$ cat src/rtl/scene_compositor_pkg.sv
// scene_compositor_pkg: sequencer states and colour codes shared by the compositor
package scene_compositor_pkg;
  typedef enum logic [1:0] {PLAY = 2'd0, FLASH = 2'd1, HOLD = 2'd2} state_t;
  // {r,g,b} channel-on flags, expanded to COLOR_W bits per channel at the output register
  typedef enum logic [2:0] {
    BLACK = 3'b000,
    BLUE  = 3'b001,
    GREEN = 3'b010,
    RED   = 3'b100,
    WHITE = 3'b111
  } colour_t;
endpackage

$ cat src/rtl/scene_compositor_obj_box_hit.sv
// obj_box_hit: inclusive rectangle hit test with clamped left edge and saturating right/bottom edges
module obj_box_hit #(
  parameter int W      = 10,
  parameter int X_LO   = 0,
  parameter int X_HI   = 16,
  parameter int Y_HI   = 16,
  parameter bit Y_OPEN = 1'b0
) (
  input  logic [W-1:0] x,
  input  logic [W-1:0] y,
  input  logic [W-1:0] ox,
  input  logic [W-1:0] oy,
  output logic         hit
);
  localparam logic [W:0] XL = (W+1)'(X_LO);
  localparam logic [W:0] XH = (W+1)'(X_HI);
  localparam logic [W:0] YH = (W+1)'(Y_HI);
  // x + XL >= ox is the clamped left edge without a subtract that could wrap below zero
  assign hit = ({1'b0, x} + XL >= {1'b0, ox}) && ({1'b0, x} <= {1'b0, ox} + XH) &&
               (y >= oy) && (Y_OPEN || ({1'b0, y} <= {1'b0, oy} + YH));
endmodule

$ cat src/rtl/scene_compositor.sv
// scene_compositor: per-pixel compositor with frame-latched objects and game-over flash sequencer
module scene_compositor
  import scene_compositor_pkg::*;
#(
  parameter int COORD_W      = 10,
  parameter int COLOR_W      = 8,
  parameter int NUM_MTN      = 2,
  parameter int PLANE_X      = 80,
  parameter int PLANE_SZ     = 16,
  parameter int LAVA_SZ      = 16,
  parameter int MTN_HALF     = 25,
  parameter int SCORE_ROWS   = 8,
  parameter int SCORE_SCALE  = 2,
  parameter int FLASH_FRAMES = 16,
  parameter int FLASH_COUNT  = 3
) (
  input  logic                       clk,
  input  logic                       reset,
  input  logic                       frame_start,
  input  logic                       bright,
  input  logic [COORD_W-1:0]         x,
  input  logic [COORD_W-1:0]         y,
  input  logic [COORD_W-1:0]         plane_y,
  input  logic [NUM_MTN*COORD_W-1:0] mountain_x,
  input  logic [NUM_MTN*COORD_W-1:0] mountain_y,
  input  logic [COORD_W-1:0]         lava_x,
  input  logic [COORD_W-1:0]         lava_y,
  input  logic                       game_over,
  input  logic [7:0]                 score,
  output logic [COLOR_W-1:0]         red,
  output logic [COLOR_W-1:0]         green,
  output logic [COLOR_W-1:0]         blue,
  output logic [1:0]                 state_dbg
);
  localparam int FW = $clog2(FLASH_FRAMES + 1);
  localparam int PW = $clog2(2 * FLASH_COUNT + 1);
  localparam int BW = COORD_W + 9;
  localparam logic [FW-1:0] F_LAST = FW'(FLASH_FRAMES - 1);
  localparam logic [PW-1:0] P_LAST = PW'(2 * FLASH_COUNT - 1);
  state_t state;
  logic armed;
  logic [FW-1:0] frame_cnt;
  logic [PW-1:0] phase;
  logic [COORD_W-1:0] s_plane_y, s_lava_x, s_lava_y;
  logic [NUM_MTN*COORD_W-1:0] s_mtn_x, s_mtn_y;
  logic [7:0] s_score;
  logic [BW-1:0] bar_end;
  logic plane_hit, lava_hit, score_hit;
  logic [NUM_MTN-1:0] mtn_hit;
  logic s1_bright, s1_score, s1_plane, s1_lava, s1_red, s1_hold;
  logic [NUM_MTN-1:0] s1_mtn;
  colour_t pix;
  assign state_dbg = state;
  // Frame-synchronous sequencer; shadows only follow the inputs while playing so flash/hold freeze the scene
  always_ff @(posedge clk or posedge reset)
    if (reset) begin
      state     <= PLAY;
      armed     <= 1'b0;
      frame_cnt <= '0;
      phase     <= '0;
      s_plane_y <= '0;
      s_lava_x  <= '0;
      s_lava_y  <= '0;
      s_mtn_x   <= '0;
      s_mtn_y   <= '0;
      s_score   <= '0;
    end else if (frame_start) begin
      armed <= 1'b1;
      if (state == PLAY) begin
        s_plane_y <= plane_y;
        s_lava_x  <= lava_x;
        s_lava_y  <= lava_y;
        s_mtn_x   <= mountain_x;
        s_mtn_y   <= mountain_y;
        s_score   <= score;
      end
      if (!game_over) begin
        state     <= PLAY;
        frame_cnt <= '0;
        phase     <= '0;
      end else if (state == PLAY) begin
        state     <= FLASH;
        frame_cnt <= '0;
        phase     <= '0;
      end else if (state == FLASH) begin
        frame_cnt <= (frame_cnt == F_LAST) ? '0 : frame_cnt + 1'b1;
        if (frame_cnt == F_LAST) begin
          phase <= phase + 1'b1;
          if (phase == P_LAST) state <= HOLD;
        end
      end
    end
  obj_box_hit #(.W(COORD_W), .X_LO(0), .X_HI(PLANE_SZ), .Y_HI(PLANE_SZ), .Y_OPEN(1'b0)) u_plane (
    .x(x), .y(y), .ox(COORD_W'(PLANE_X)), .oy(s_plane_y), .hit(plane_hit)
  );
  obj_box_hit #(.W(COORD_W), .X_LO(0), .X_HI(LAVA_SZ), .Y_HI(LAVA_SZ), .Y_OPEN(1'b0)) u_lava (
    .x(x), .y(y), .ox(s_lava_x), .oy(s_lava_y), .hit(lava_hit)
  );
  for (genvar i = 0; i < NUM_MTN; i++) begin : g_mtn
    obj_box_hit #(.W(COORD_W), .X_LO(MTN_HALF), .X_HI(MTN_HALF), .Y_HI(0), .Y_OPEN(1'b1)) u_mtn (
      .x(x), .y(y), .ox(s_mtn_x[i*COORD_W +: COORD_W]), .oy(s_mtn_y[i*COORD_W +: COORD_W]),
      .hit(mtn_hit[i])
    );
  end
  assign bar_end   = BW'(s_score) * BW'(SCORE_SCALE);
  assign score_hit = ({9'd0, x} < bar_end) && (y < COORD_W'(SCORE_ROWS));
  // Stage 1: hit flags plus the display mode travelling with this pixel
  always_ff @(posedge clk or posedge reset)
    if (reset) begin
      s1_bright <= 1'b0;
      s1_score  <= 1'b0;
      s1_plane  <= 1'b0;
      s1_mtn    <= '0;
      s1_lava   <= 1'b0;
      s1_red    <= 1'b0;
      s1_hold   <= 1'b0;
    end else begin
      s1_bright <= bright && armed;
      s1_score  <= score_hit;
      s1_plane  <= plane_hit;
      s1_mtn    <= mtn_hit;
      s1_lava   <= lava_hit;
      s1_red    <= (state == FLASH) && !phase[0];
      s1_hold   <= state == HOLD;
    end
  // Priority resolve: blanking, flash red, score, hold black, then scene objects
  always_comb
    pix = !s1_bright ? BLACK : s1_red ? RED : s1_score ? WHITE : s1_hold ? BLACK :
          s1_plane ? BLUE : (|s1_mtn) ? GREEN : s1_lava ? RED : BLACK;
  // Stage 2: registered colour channels
  always_ff @(posedge clk or posedge reset)
    if (reset) begin
      red   <= '0;
      green <= '0;
      blue  <= '0;
    end else begin
      red   <= {COLOR_W{pix[2]}};
      green <= {COLOR_W{pix[1]}};
      blue  <= {COLOR_W{pix[0]}};
    end
endmodule
$ cat config.mk
export PLATFORM = sky130hd
export DESIGN_NAME = scene_compositor
export DESIGN_NICKNAME = d
export VERILOG_FILES = /design/src/rtl/scene_compositor_pkg.sv /design/src/rtl/scene_compositor_obj_box_hit.sv /design/src/rtl/scene_compositor.sv
export SDC_FILE = /design/constraint.sdc
export NUM_CORES = 1
export LEC_CHECK = 0
export CORE_MARGIN = 10
export CORE_UTILIZATION = 56
export CTS_BUF_LIST = sky130_fd_sc_hd__clkbuf_8 sky130_fd_sc_hd__clkbuf_16
export DETAILED_ROUTE_END_ITERATION = 7
export HOLD_SLACK_MARGIN = 0.03
export PLACE_DENSITY = 0.83
export SYNTH_ARGS = -nofsm -noshare
export SYNTH_HDL_FRONTEND = slang
export SYNTH_HIERARCHICAL = 1
export SYNTH_SLANG_ARGS = --single-unit
$ cat constraint.sdc
create_clock -name clk -period 4.9 [get_ports clk]
set_clock_uncertainty 0.15 [all_clocks]
set_input_delay 1.47 -clock clk [delete_from_list [all_inputs] [get_ports clk]]
set_output_delay 1.47 -clock clk [all_outputs]
set_load 0.1 [all_outputs]
# After elaboration in Yosys (flattened, before gate mapping)
# Index checks and enable logic that the tools add are counted.
[word_totals]
ff_bits = 100
wordCells = 91
out_inout_bits = 26
[op_classes]
muxes = 20
order_cmp = 16
n_reduce_logical = 20
n_addsub = 8
n_eq_ne = 7
[op_table]
columns = ["op", "count"]
rows = [
  ["10-bit by 5-bit adder with 11-bit output, second input constant", 6],
  ["10-bit by 11-bit less-or-equal comparator with 1-bit output", 5],
  ["10-bit >= comparator", 5],
  ["3-bit 2-to-1 mux", 11],
  ["11-bit by 10-bit >= comparator with 1-bit output", 2],
  ["5-bit 2-to-1 mux", 4],
  ["1-bit logical AND", 13],
  ["10-bit by 7-bit >= comparator with 1-bit output, second input constant", 1],
  ["10-bit by 7-bit less-or-equal comparator with 1-bit output, second input constant", 1],
  ["10-bit by 4-bit < comparator with 1-bit output, second input constant", 1],
  ["10-bit by 9-bit < comparator with 1-bit output", 1],
  ["2-bit 2-to-1 mux", 5],
  ["3-bit by 1-bit != test with 1-bit output, second input constant", 3],
  ["5-bit by 1-bit adder with 5-bit output, second input constant", 1],
  ["5-bit by 4-bit == test with 1-bit output, second input constant", 1],
  ["2-bit AND reduction", 2],
  ["4-bit AND reduction", 1],
  ["3-bit by 1-bit adder with 3-bit output, second input constant", 1],
  ["3-bit == test, second input constant", 1],
  ["3-bit AND reduction", 1],
  ["2-bit by 1-bit == test with 1-bit output, second input constant", 1],
  ["2-bit == test, second input constant", 1],
  ["2-bit logical NOT", 1],
  ["2-bit OR reduction", 1],
  ["1-bit logical NOT", 1],
]

# Depth between registers and ports, before layout
# Gate-level depths: netlist of run 1.
[logic_depth]
word_depth = 7
depth_mapped = 10
mapped_depth_nobuf = 10

# By module
# Netlist of run 1, hierarchy kept.
[modules_own_cells]
columns = ["module", "n_inst", "cells_each", "area_per_inst_um2"]
rows = [
  ["scene_compositor", 1, 308, 4196.5],
  ["obj_box_hit at u_lava ...", 2, 129, 1009.7],
  ["obj_box_hit at g_mtn[1].u_mtn", 1, 132, 1021.0],
  ["obj_box_hit at g_mtn[0].u_mtn", 1, 134, 1006.0],
]

# Worst setup path before layout of run 1
# No wires, ideal clock.
[synth_timing]
path_type = "input-to-reg"
from = "input x[0]"
to = "register s1_mtn[0]"
path_slack_ps = 1417
arrival_ps = 3193
required_time_ps = 4610
cell_stages = 10
path_cell_list = "ha_1 > a211o_1 > nand2_1 > xnor2_1 > ha_1 > and3_1 > a221oi_1 > o21ai_0 > a41oi_1 > a2111oi_2"
[synth_between]
elab_chain_len = 4
[synth_rtl]
columns = ["item", "line_no", "text"]
rows = [
  ["from (decl)", "scene_compositor.sv:21", "input logic [COORD_W-1:0] x,"],
  ["10-bit by 5-bit adder with 11-bit output", "scene_compositor_obj_box_hit.sv:19", "assign hit = ({1'b0, x} + XL >= {1'b0, ox}) && ({1'b0, x} <= {1'b0, ox} + XH) &&"],
  ["11-bit by 10-bit >= comparator with 1-bit output", "scene_compositor_obj_box_hit.sv:19", ""],
  ["1-bit logical AND * (2 in series)", "scene_compositor_obj_box_hit.sv:19", ""],
  ["via mtn_hit[0]", "scene_compositor.sv:49", "logic [NUM_MTN-1:0] mtn_hit;"],
  ["to (signal assigned)", "scene_compositor.sv:121", "s1_mtn <= mtn_hit;"],
  ["to (decl)", "scene_compositor.sv:51", "logic [NUM_MTN-1:0] s1_mtn;"],
]
# Mark *: on every way through the listed nets, which the timed path passes. The rest lies on a longest branch.
# A chain may end at the register's enable or synchronous reset.

# Worst setup path in the final report of run 1
[layout_timing]
from = "input x[1]"
to = "register s1_mtn[0]"
# Same word-level chain as after synthesis.

==> flow_metrics.env, run 1 <==
export IMPL_status="finished, final reports clean"
export IMPL_synthAdderAreaFrac_pct=21.6
export IMPL_htree_levels=3
export IMPL_io_buffers=128
export IMPL_synthArstFlopShare_pct=100
export IMPL_drt_wl_total_mm=19.6
export IMPL_fmax_mhz=241
export IMPL_muxShareOfSynthArea_pct=10.1
export IMPL_cp_num_buf_inv=1
export IMPL_synth_top_family_by_area="adder cells"
export IMPL_power_uw=3370
export IMPL_post_drt_wl_per_cell_um=16.9
export IMPL_synth_seq_area_share_pct=30.4
export IMPL_cts_sinks=100
export IMPL_netlist_instances=832
export IMPL_via_per_inst=5.63
export IMPL_drtIter0Drc=347
export IMPL_worstPathArrival_ns=4.21
export IMPL_setup_viol=0
export IMPL_cts_buffers=9
export IMPL_clk_pin_slew_ns=0.07
export IMPL_critPathMaxStageDelay_ns=0.66
export IMPL_synth_compound_area_share_pct=13.2
export IMPL_worstSetupEndpointType="register"
export IMPL_max_cap_violations=0
export IMPL_synth_edf_count=0
export IMPL_final_cell_mix="ha_1 (142), clkdlybuf4s50_1 (128), dfrtp_1 (100)"
export IMPL_synthXorXnorAreaFrac_pct=4.99
export IMPL_cts_resized=0
export IMPL_ys_warn_count=6
export IMPL_io_pins=129
export IMPL_grt_pass1_wl_mm=32.3
export IMPL_mostFrequentLayoutCell="ha_1"
export IMPL_cts_buffer_depth=2
export IMPL_start_util_pct=56.9
export IMPL_ir_drop_v=0.000213
export IMPL_drc=0
export IMPL_cp_slowest_cell="clkdlybuf4s50_1"
export IMPL_vias=6536
export IMPL_fp_row_count=44
export IMPL_area_growth_synth_to_final_pct=21.4
export IMPL_drive_gt1_share_pct=9.74
export IMPL_p_sw_uw=1330
export IMPL_post_cts_buffers=0
export IMPL_utilization_pct=69.1
export IMPL_yosysUniqueCellTypes=63
export IMPL_chipWidth_um=141
export IMPL_synth_main_ff_cell="dfrtp_1"
export IMPL_nFillCells=1136
export IMPL_fin_setup_tns_ns=0
export IMPL_timing_final_ws_setup_ns=0.749
export IMPL_yosys_area_share_simple_pct=11.9
export IMPL_layout_min_cycle_time_ns=4.15
export IMPL_seqPwrFrac_pct=33.3
export IMPL_core_area_sq_um=14500
export IMPL_max_slew_margin_pct=33.2
export IMPL_cts_root_buf="clkbuf_16"
export IMPL_crit_chain="clkdlybuf4s50_1 > ha_1 > a211o_1 > nand2_1 > xnor2_1 > ha_1 > and3_1 > a221oi_1 > o21ai_0 > a41oi_1 > a2111oi_2"
export IMPL_dr_pass1_iters=6
export IMPL_leakage_uw=0.00467
export IMPL_cp_required_ns=4.96
export IMPL_finalHoldViolCount=0
export IMPL_overflow=0
export IMPL_powerDensity_nw_per_um2=337
export IMPL_path_class="input pin to register"
export IMPL_rsz0062_at_grt="no"
export IMPL_ant_nets=0
export IMPL_syn_area_sq_um=8240
export IMPL_fin_nets=1216
export IMPL_internal_power_uw=2040
export IMPL_syn_avg_cell_area_sq_um=9.91
export IMPL_worstMarginPinSlew_ns=0.999
export IMPL_critPathLaunchType="input pin"
export IMPL_die_h_um=141
export IMPL_synth_seq_cells=100
export IMPL_p_comb_share_pct=46.3
export IMPL_ctsHoldBuffers=0
export IMPL_clkLatencyLatePin_ns=0.36
export IMPL_pre_cts_slack_ns=0.450
export IMPL_critPathMaxFanout=9
export IMPL_switching_share_pct=39.5
export IMPL_min_path_type="register to register"
export IMPL_cpLargestDelayFamily="compound AO/OA/AOI/OAI gates"
export IMPL_grt_start_max_net_pins=55
export IMPL_drv_slew=0
export IMPL_track_usage_pct=19.7
export IMPL_regToRegSetupSlack_ns=2.05
export IMPL_place_congestion=0.902
export IMPL_dp_hpwl_mm=15.7
export IMPL_timing_final_crit_share_pct=84.7
export IMPL_cts_tree="built"
export IMPL_holdWs_ns=0.313
export IMPL_p_clk_share_pct=20.4
export IMPL_antenna_found_initial=2
export IMPL_grt_pass1_vias=6785
export IMPL_cpMostUsedCell="ha_1"
export IMPL_die_area_sq_um=20000
[through the flow]
stage,std cells,area (sq um)
final,1160,10000
after CTS,1159,10000
after floorplan,852,8320
after global placement,1144,9730
after detailed placement,1144,9730
after global routing,1159,10000
[sequential cells by signal, summed over array words and instances, names as in the netlist, 2 cells and up]
register,count
s_mtn_x,20
s_plane_y,10
s_score,8
s_mtn_y,20
s_lava_x,10
s_lava_y,10
s1_mtn,2
frame_cnt,5
phase,3
state_dbg,2
[worst paths after layout]
check	endpoint	cells past startpoint	startpoint
worst max-delay path	s1_mtn[0]	11	x[1]
worst min-delay path	armed	1	armed
worst max register to register	s1_mtn[0]	10	s_mtn_x[0]
worst min register to register	armed	1	armed
max in group asynchronous	s_mtn_x[1]	3	reset
min in group asynchronous	s_plane_y[5]	2	reset
[power by group through the flow]
stage / Clock (uW) / Sequential (uW) / Combinational, uW
finish: 689 / 1120 / 1560
global placement: 0 / 1130 / 1490
CTS: 702 / 1120 / 1560
floorplan: 0 / 1120 / 1150
global route: 728 / 1150 / 1740
detailed placement: 0 / 1140 / 1550
[cells by family after synthesis]
kind of cell,Yosys count
other cells,2
fa+ha+maj,142
compound gates,160
flops,100
xor+xnor,47
mux,74
buf+inv,139
simple gates,168
[synthesized netlist by cell type (all sizes together), types with 3 or more instances]
master	count	area (sq um)
mux2	73	822
xor2	11	96.3
nor2b	11	76.3
a221o	3	32.5
a211oi	7	62.6
ha	142	1780
inv	105	394
xnor2	36	315
nor3	12	87.6
o21a	10	75.1
a21o	15	113
nand2	28	105
nand3b	8	60.1
nand3	33	165
nor2	19	73.8
nor4	3	18.8
and2	3	18.8
nor3b	7	78.8
buf	32	243
nand4b	3	26.3
nand2b	11	68.8
dfrtp	100	2500
a21oi	55	298
o21ai	32	160
a211o	10	87.6
a2111oi	5	62.6
nand4	15	93.8
o31ai	3	22.5
a41oi	3	26.3
a221oi	5	43.8
and4	4	35.0
and3	7	43.8
a21boi	3	22.5
[worst register-to-register path: stages (launching register included)]
cell and delay (ns):
dfrtp_1 0.43, ha_1 0.27, a211oi_2 0.34, nor3_1 0.11, xnor2_1 0.14, ha_1 0.29, a21o_1 0.19, a21oi_1 0.22
nor3b_2 0.23, a21oi_2 0.11, a2111oi_2 0.27
[cell type report]
| class | instances | area [sq um] | share of cell area [%] |
|---|---|---|---|
| clock buffers | 11 | 253 | 2.52 |
| diodes | 1 | 2.50 | 0.0250 |
| well taps | 184 | 230 | 2.30 |
| inverters | 107 | 404 | 4.04 |
| multi-input cells | 613 | 5170 | 51.7 |
| flip-flops and latches | 100 | 2500 | 25.0 |
| repair buffers | 140 | 1420 | 14.2 |
| clock inverters | 4 | 25.0 | 0.250 |
[per-layer routing]
metal / global-route usage (%) / routed length [um] / part of all wire (%)
met2: 34.1 / 9470 / 48
met3: 5.54 / 1320 / 6.7
met1: 22.7 / 8390 / 43
met4: 6.68 / 406 / 2.1
met5: 0 / 12 / 0.061
Note: power is estimated with default switching activity, not from simulation.
==> inputs of run 2 (changes only) <==
- CORE_UTILIZATION: 56 -> 50
- PLACE_DENSITY: 0.83 -> 0.78
- clock period: 4.9 -> 3.5 ns (I/O delays scaled with it)
==> flow_metrics.env, run 2 (same netlist as run 1, synthesis figures left out) <==
export IMPL_dp_hpwl_mm=16.0
export IMPL_area_growth_synth_to_final_pct=24.1
export IMPL_htree_levels=3
export IMPL_grt_pass1_vias=6651
export IMPL_cts_tree="built"
export IMPL_drtIter0Drc=325
export IMPL_start_util_pct=51.5
export IMPL_io_buffers=128
export IMPL_pre_cts_slack_ns=-0.234
export IMPL_timing_final_crit_share_pct=95.1
export IMPL_critPathMaxStageDelay_ns=0.47
export IMPL_p_clk_share_pct=21.9
export IMPL_mostFrequentLayoutCell="ha_1"
export IMPL_diodes=0
export IMPL_clk_pin_slew_ns=0.07
export IMPL_critPathLaunchType="input pin"
export IMPL_seqPwrFrac_pct=32.6
export IMPL_grt_pass1_wl_mm=32.7
export IMPL_holdWs_ns=0.324
export IMPL_fin_nets=1242
export IMPL_max_cap_violations=0
export IMPL_track_usage_pct=18.2
export IMPL_reg_largest_list="s_mtn_x (20), s_mtn_y (20)"
export IMPL_ant_nets=0
export IMPL_path_class="input pin to register"
export IMPL_overflow=0
export IMPL_stdcell_area_sq_um=10200
export IMPL_placed_area_sq_um=9910
export IMPL_setup_viol=0
export IMPL_leakage_uw=0.00487
export IMPL_chipWidth_um=148
export IMPL_timing_final_ws_setup_ns=0.172
export IMPL_place_congestion=0.871
export IMPL_crit_chain="clkdlybuf4s50_1 > ha_1 > a211o_1 > nand2_1 > xnor2_1 > ha_1 > and3_1 > a221oi_1 > o21ai_0 > a41oi_1 > a2111oi_2"
export IMPL_via_per_inst=5.31
export IMPL_ir_drop_v=0.000291
export IMPL_fmax_mhz=300
export IMPL_final_cell_mix="ha_1 (142), clkdlybuf4s50_1 (102), dfrtp_1 (100)"
export IMPL_fp_row_count=46
export IMPL_worstMarginPinSlew_ns=0.626
export IMPL_io_pins=129
export IMPL_min_path_type="register to register"
export IMPL_p_sw_uw=1880
export IMPL_drive_gt1_share_pct=14.9
export IMPL_die_area_sq_um=22000
export IMPL_worstPathArrival_ns=3.40
export IMPL_dr_pass1_iters=6
export IMPL_critPathMaxFanout=4
export IMPL_layout_min_cycle_time_ns=3.33
export IMPL_cts_root_buf="clkbuf_16"
export IMPL_post_drt_wl_per_cell_um=16.3
export IMPL_worstSetupEndpointType="register"
export IMPL_max_slew_margin_pct=58.2
export IMPL_cts_buffers=9
export IMPL_dp_cells=1202
export IMPL_grt_start_max_net_pins=86
export IMPL_p_comb_share_pct=45.5
export IMPL_ctsHoldBuffers=0
export IMPL_cts_sinks=100
export IMPL_drc=0
export IMPL_status="finished, final reports clean"
export IMPL_clkLatencyLatePin_ns=0.36
export IMPL_internal_power_uw=2930
export IMPL_vias=6467
export IMPL_rsz0062_at_grt="no"
export IMPL_core_area_sq_um=16000
export IMPL_cp_required_ns=3.57
export IMPL_cts_buffer_depth=2
export IMPL_antenna_found_initial=1
export IMPL_die_h_um=148
export IMPL_powerDensity_nw_per_um2=470
export IMPL_finalHoldViolCount=0
export IMPL_cp_slowest_cell="clkdlybuf4s50_1"
export IMPL_utilization_pct=63.9
export IMPL_cpMostUsedCell="ha_1"
export IMPL_switching_share_pct=39.1
export IMPL_drt_wl_total_mm=19.8
export IMPL_finalNonFillerCells=1218
export IMPL_drv_slew=0
run 2: layer usage:
| layer | wire [um] | vias to the layer above | GRT usage [%] |
|---|---|---|---|
| met5 | 13 | - | 0 |
| met4 | 225 | 2 | 3.72 |
| met3 | 1030 | 17 | 5.40 |
| met2 | 9540 | 121 | 31.3 |
| met1 | 9020 | 3057 | 22.1 |
| li1 | - | 3270 | - |
run 2: cell type report:
cell class	instances	area, sq um
fillers	1387	5770
flip-flops and latches	100	2500
clock inverters	6	71.3
well taps	216	270
multi-input cells	613	5180
inverters	107	405
clock buffers	10	239
repair buffers	166	1560
run 2: worst paths after layout:
kind	end	from	cells after the start	slack, ns
max	s1_mtn[0]	x[1]	11	0.17
min	armed	armed	1	0.32
max reg2reg	s1_mtn[0]	s_mtn_x[0]	10	0.67
min reg2reg	armed	armed	1	0.32
max in group asynchronous	red[0]	reset	3	1.61
min in group asynchronous	s_mtn_y[16]	reset	2	0.96
run 2: repair_timing:
| item | CTS | global route |
|---|---|---|
| gates resized for setup | 0 | 1 |
| setup endpoints to repair | 0 | 1 |
| setup buffers | 0 | 0 |
run 2: power by group through the flow:
stage                     Sequential, uW  Clock, uW  Combinational (uW)
after CTS                           1570       1080                2190
after detailed placement            1590          0                2170
final                               1570       1050                2190
after floorplan                     1570          0                1610
after global routing                1610       1130                2440
after global placement              1580          0                2100
run 2: per-stage QoR:
step	setup TNS, ns	total power (uW)
2_1_floorplan	0	3180
3_3_place_gp	-0.197	3690
3_5_place_dp	-0.358	3760
4_1_cts	0	4830
5_1_grt	0	5180
6_report	0	4810
run 2: worst max-delay path, delay by kind of cell:
kind / cells / cell delay [ns]
simple gates: 2 / 0.27
xor+xnor: 1 / 0.12
compound gates: 5 / 1.00
fa+ha+maj: 2 / 0.49
buf+inv: 1 / 0.47
